<file path="config.mk">
export PLATFORM = sky130hd
export DESIGN_NAME = regfile_mp
export DESIGN_NICKNAME = d
export VERILOG_FILES = /design/src/rtl/regfile_pkg.sv /design/src/rtl/regfile_scoreboard.sv /design/src/rtl/regfile_mp.sv
export SDC_FILE = /design/constraint.sdc
export NUM_CORES = 2
export LEC_CHECK = 0
export CAP_MARGIN = 20
export CORE_MARGIN = 2
export CORE_UTILIZATION = 35
export DETAILED_ROUTE_END_ITERATION = 10
export PLACE_DENSITY = 0.54
export SLEW_MARGIN = 15
export SYNTH_ARGS = -nofsm -noshare
export SYNTH_HDL_FRONTEND = slang
export SYNTH_SLANG_ARGS = --single-unit
</file>
<file path="constraint.sdc">
create_clock -name clk -period 3.15 [get_ports clk]
set_input_delay 0.7875 -clock clk [delete_from_list [all_inputs] [get_ports clk]]
set_output_delay 0.7875 -clock clk [all_outputs]
set_load 0.01 [all_outputs]
</file>
<file path="src/rtl/regfile_pkg.sv">
// Shared defaults, types and address-validity helper for the minicpu register file.
package regfile_pkg;

  localparam int XLEN_DEF  = 32;
  localparam int NREGS_DEF = 32;
  localparam int AW_DEF    = $clog2(NREGS_DEF);

  typedef logic [AW_DEF-1:0]   reg_addr_t;
  typedef logic [XLEN_DEF-1:0] xlen_t;

  // An address is usable when it names a real register that is not the hardwired zero.
  function automatic logic addr_valid(input int unsigned addr, input int unsigned nregs,
                                      input int zero_reg);
    return (addr < nregs) && !((zero_reg != 0) && (addr == 0));
  endfunction

endpackage

</file>
<file path="src/rtl/regfile_scoreboard.sv">
// Per-register busy bits: writes release, reserves claim, and a claim beats a release.
module regfile_scoreboard
  import regfile_pkg::*;
#(
  parameter int NREGS    = NREGS_DEF,
  parameter int ZERO_REG = 1,
  parameter int AW       = $clog2(NREGS)
) (
  input  logic             clk,
  input  logic             rst_n,
  input  logic             wr0_ok,
  input  logic [AW-1:0]    wa0,
  input  logic             wr1_ok,
  input  logic [AW-1:0]    wa1,
  input  logic             rsv_en,
  input  logic [AW-1:0]    rsv_addr,
  output logic             rsv_ok,
  output logic [NREGS-1:0] busy
);

  logic [NREGS-1:0] busy_nxt;

  assign rsv_ok = rsv_en && addr_valid(32'(rsv_addr), NREGS, ZERO_REG);

  always_comb begin
    busy_nxt = busy;
    for (int i = 0; i < NREGS; i++) begin
      if ((wr0_ok && (32'(wa0) == i)) || (wr1_ok && (32'(wa1) == i)))
        busy_nxt[i] = 1'b0;
      // a new producer claiming the register overrides the old one's release
      if (rsv_ok && (32'(rsv_addr) == i))
        busy_nxt[i] = 1'b1;
    end
  end

  always_ff @(posedge clk or negedge rst_n) begin
    if (!rst_n) busy <= '0;
    else        busy <= busy_nxt;
  end

endmodule

</file>
<file path="src/rtl/regfile_mp.sv">
// Multi-port register file: NREAD combinational reads, two prioritised writes, busy scoreboard.
// Define REGFILE_BYPASS_EN for write-first forwarding onto the read ports.
module regfile_mp
  import regfile_pkg::*;
#(
  parameter int XLEN     = XLEN_DEF,
  parameter int NREGS    = NREGS_DEF,
  parameter int NREAD    = 2,
  parameter int ZERO_REG = 1,
  localparam int AW      = $clog2(NREGS)
) (
  input  logic                  clk,
  input  logic                  rst_n,
  input  logic [NREAD*AW-1:0]   ra,
  output logic [NREAD*XLEN-1:0] rd,
  output logic [NREAD-1:0]      rbusy,
  input  logic                  we0,
  input  logic [AW-1:0]         wa0,
  input  logic [XLEN-1:0]       wd0,
  input  logic                  we1,
  input  logic [AW-1:0]         wa1,
  input  logic [XLEN-1:0]       wd1,
  input  logic                  rsv_en,
  input  logic [AW-1:0]         rsv_addr,
  output logic                  rsv_ok
);

  logic [XLEN-1:0]  mem [NREGS];
  logic [NREGS-1:0] busy;
  logic             wr0_ok;
  logic             wr1_ok;
  logic [AW-1:0]    ra_k;

  assign wr0_ok = we0 && addr_valid(32'(wa0), NREGS, ZERO_REG);
  assign wr1_ok = we1 && addr_valid(32'(wa1), NREGS, ZERO_REG);

  regfile_scoreboard #(
    .NREGS    (NREGS),
    .ZERO_REG (ZERO_REG),
    .AW       (AW)
  ) u_scoreboard (
    .clk      (clk),
    .rst_n    (rst_n),
    .wr0_ok   (wr0_ok),
    .wa0      (wa0),
    .wr1_ok   (wr1_ok),
    .wa1      (wa1),
    .rsv_en   (rsv_en),
    .rsv_addr (rsv_addr),
    .rsv_ok   (rsv_ok),
    .busy     (busy)
  );

  // port 1 takes precedence when both ports hit the same register
  always_ff @(posedge clk or negedge rst_n) begin
    if (!rst_n) begin
      for (int i = 0; i < NREGS; i++) mem[i] <= '0;
    end else begin
      for (int i = 0; i < NREGS; i++) begin
        if (wr1_ok && (32'(wa1) == i))      mem[i] <= wd1;
        else if (wr0_ok && (32'(wa0) == i)) mem[i] <= wd0;
      end
    end
  end

  always_comb begin
    rd    = '0;
    rbusy = '0;
    ra_k  = '0;
    for (int k = 0; k < NREAD; k++) begin
      ra_k = ra[k*AW +: AW];
      if (addr_valid(32'(ra_k), NREGS, ZERO_REG)) begin
        rd[k*XLEN +: XLEN] = mem[ra_k];
        rbusy[k]           = busy[ra_k];
      end
`ifdef REGFILE_BYPASS_EN
      // a same-cycle reserve keeps the register busy even while its old value forwards
      if (wr1_ok && (wa1 == ra_k)) begin
        rd[k*XLEN +: XLEN] = wd1;
        if (!(rsv_ok && (rsv_addr == ra_k))) rbusy[k] = 1'b0;
      end else if (wr0_ok && (wa0 == ra_k)) begin
        rd[k*XLEN +: XLEN] = wd0;
        if (!(rsv_ok && (rsv_addr == ra_k))) rbusy[k] = 1'b0;
      end
`endif
    end
  end

endmodule

</file>
==> impl_metrics.yaml <==
die:
  die_area_um2: 190000
  core_area_um2: 186000
  start_util: 0.353
  rows: 158
  die_h_um: 436
  ios: 161
  die_x_um: 436
placed_design:
  hpwl_um: 191000
  portBuffers: 160
  placed_cells: 8770
  gp_congestion: 0.942
  post_dp_cell_area_um2: 75400
global_route:
  grt_pass1_wl_um: 432000
  grt_max_degree: 83
  antenna_found_initial: 5
  grtUsageTotal: 0.315
  grt_pass1_vias: 55800
  grt_overflow: 0
finish:
  stdcell_count: 9224
  syn2layout_area_growth_pct: 31.3
  drive_above_1_share: 0.329
  post-route-cell-area_um2: 85900
  nets: 6736
  fill_cells: 16600
critical_path:
  cp.arrival_ps: 2780
  max_stage_delay_ps: 510
  path_max_fanout: 7
  reg2reg_depth: 4
  rr_startpoint: "mem[910]"
  cp_cell_sequence: "buf_16 > buf_16 > buf_12 > buf_12 > buf_6 > mux4_2 > mux2_4 > o21ai_4 > a311oi_4 > buf_2"
  rr_endpoint: "mem[910]"
  rrSetupSlack_ps: 2170
  crit_start: "ra[6]"
  crit_path_start_kind: "input port"
  cp.required_ps: 2360
  path_class: "input port to output port"
  cpMaxStageDelayCell: "a311oi_4"
  path_buf_inv: 6
  crit_family: "buffers and inverters"
  worst_setup_path_end_kind: "output port"
drt:
  drt-total-wl_um: 307000
  postRouteAntennaNets: 0
  viasPerCell: 6.21
  highest_layer: "met5"
  wl_met3_um: 29100
  first_pass_iters: 6
  routed-wl-met2_um: 136000
  drtIter0Drc: 6942
  drc: 0
  vias: 57200
  avgRoutedWirePerCell_um: 33.3
  met1_length_um: 115000
worst_hold_path:
  min_path_type: "input port to async pin"
power:
  p_per_area_nw_per_um2: 582
  cellLeakagePower_nw: 36.8
  p_total_mw: 50.0
  vdd_ir_drop_max_v: 0.000524
clocking:
  clk_latency_ps: 780
  cts_buffers: 116
  h-tree-depth: 3
  cts_tree: "done"
  clock_sinks: 1056
  clockRootBuffer: "clkbuf_16"
  clock_path_buffers: 3
  clk_pin_slew_ps: 60
synth:
  synth-edff-count: 0
  synth_seq_cells: 1056
  synth_warnings: 0
  synthTopCellsByCount: "1124 x mux2i_1, 1056 x dfrtp_1, 726 x nor2_1"
  netlist_instances: 6143
  mappedNetlistArea_um2: 65400
  syn_area_per_cell_um2: 10.7
  syn_nets: 6237
  synth_most_common_cell: "mux2i_1"
  yosys.area.top_type_share: 0.404
  ys_types: 52
  yosysTopAreaCell: "dfrtp_1"
  ys_seq_area_frac: 0.404
  synth-main-ff-cell: "dfrtp_1"
  synthTopCellsByArea: "dfrtp_1 40%, mux2i_1 17%, mux4_2 16%"
  synth-async-reset-ratio: 1.00
sta:
  fin_skew_ps: 0
  final_hold_viol_count: 0
  timing.slew.headroom: 0.440
  setup_slack_ps: -420
  slew_viol_final: 0
  period_minus_slack_ps: 3570
  worst_pin_slew_ps: 840
  whs_ps: 79.6
  rsz0062_at_grt: "true"
  finalSetupViolations: 66
  tns_ps: -19040
  timing.final.crit_share: 1.13
  fmax_mhz: 280
job:
  maxCapViolations: 0
status:
  violations: "setup timing"
  status: "finished with violations"
## layout by cell type (no fill, tap or decap), types with 16 or more instances in the layout
cell type	count
o21ai_0	264
o21ai_1	57
a221oi_4	22
mux4_2	462
dfrtp_1	1055
nor2b_4	30
buf_16	42
a21oi_1	704
mux2i_1	1119
a221oi_2	20
buf_6	134
mux2_4	27
buf_4	577
inv_1	29
nor2_4	22
o22ai_1	19
buf_12	231
clkbuf_16	124
mux2_2	39
clkbuf_8	33
clkbuf_1	24
a211oi_4	16
a211oi_2	45
o21ai_2	69
nor2_1	714
a311oi_2	32
buf_2	30
buf_8	38
o22ai_4	18
nor2b_1	38
a311oi_4	26
a22oi_2	53
clkinv_2	26
clkdlybuf4s50_1	83
nand2_1	335
## per-layer routing
metal,up-vias,global-route usage
met2,3542,0.475
met1,29100,0.396
met5,-,0
met4,6,0.238
li1,23600,-
met3,1025,0.0645
## kinds of logic after synthesis
kind of cell	share of synthesized area
compound gates	0.123
buf+inv	0.0542
flops	0.404
mux	0.342
simple gates	0.0769
## state kept, by name, summed over array words and instances (netlist names)
signal,cells
mem,1024
u_scoreboard.busy,32
## worst register-to-register path: cells and delay by family, from the launching register on
family                 cells  cell delay, ps
buffers and inverters      2             250
multiplexers               1             110
AO/OA/AOI/OAI              1              90
flip-flops                 1             400
## report_power, final
part	internal [mW]	switching (mW)
logic	7.92	7.09
registers	17.2	3.10
clock network	8.43	6.26
## through the flow
| step | setup WS [ps] | util |
|---|---|---|
| floorplan | 90.9 | - |
| global placement | -1440 | 0.406 |
| detailed placement | -1380 | 0.406 |
| CTS | -364 | 0.455 |
| global route | -382 | 0.463 |
| finish | -420 | 0.463 |
## area by class of cell
| class | instances | area, um^2 | share of cell area |
|---|---|---|---|
| Multi-Input combinational cell | 4290 | 38800 | 0.451 |
| Sequential cell | 1056 | 26400 | 0.308 |
| Timing Repair Buffer | 1147 | 13500 | 0.157 |
| Clock buffer | 174 | 3480 | 0.0405 |
| Tap cell | 2480 | 3100 | 0.0361 |
| Clock inverter | 45 | 513 | 0.00597 |
| Inverter | 31 | 121 | 0.00141 |
| Antenna cell | 1 | 2.50 | 0.0000291 |
## worst max path at each step
stage / to / slack [ps] / cells past startpoint
2_1_floorplan: rd[48] / 90 / 8
4_1_cts: rd[52] / -360 / 8
3_5_place_dp: rd[49] / -1380 / 10
5_1_grt: rd[51] / -380 / 9
3_3_place_gp: rd[41] / -1440 / 9
6_report: rd[33] / -420 / 10
## what timing repair did
action / 4_1_cts / 5_1_grt
resized for setup: 1004 / 196
setup endpoints to repair: 66 / 66
gates cloned: 29 / 4
setup buffers: 169 / 86
hold buffers: 0 / 0
pin swaps: 133 / 109
No activity file was read; power rests on OpenSTA's default activity.
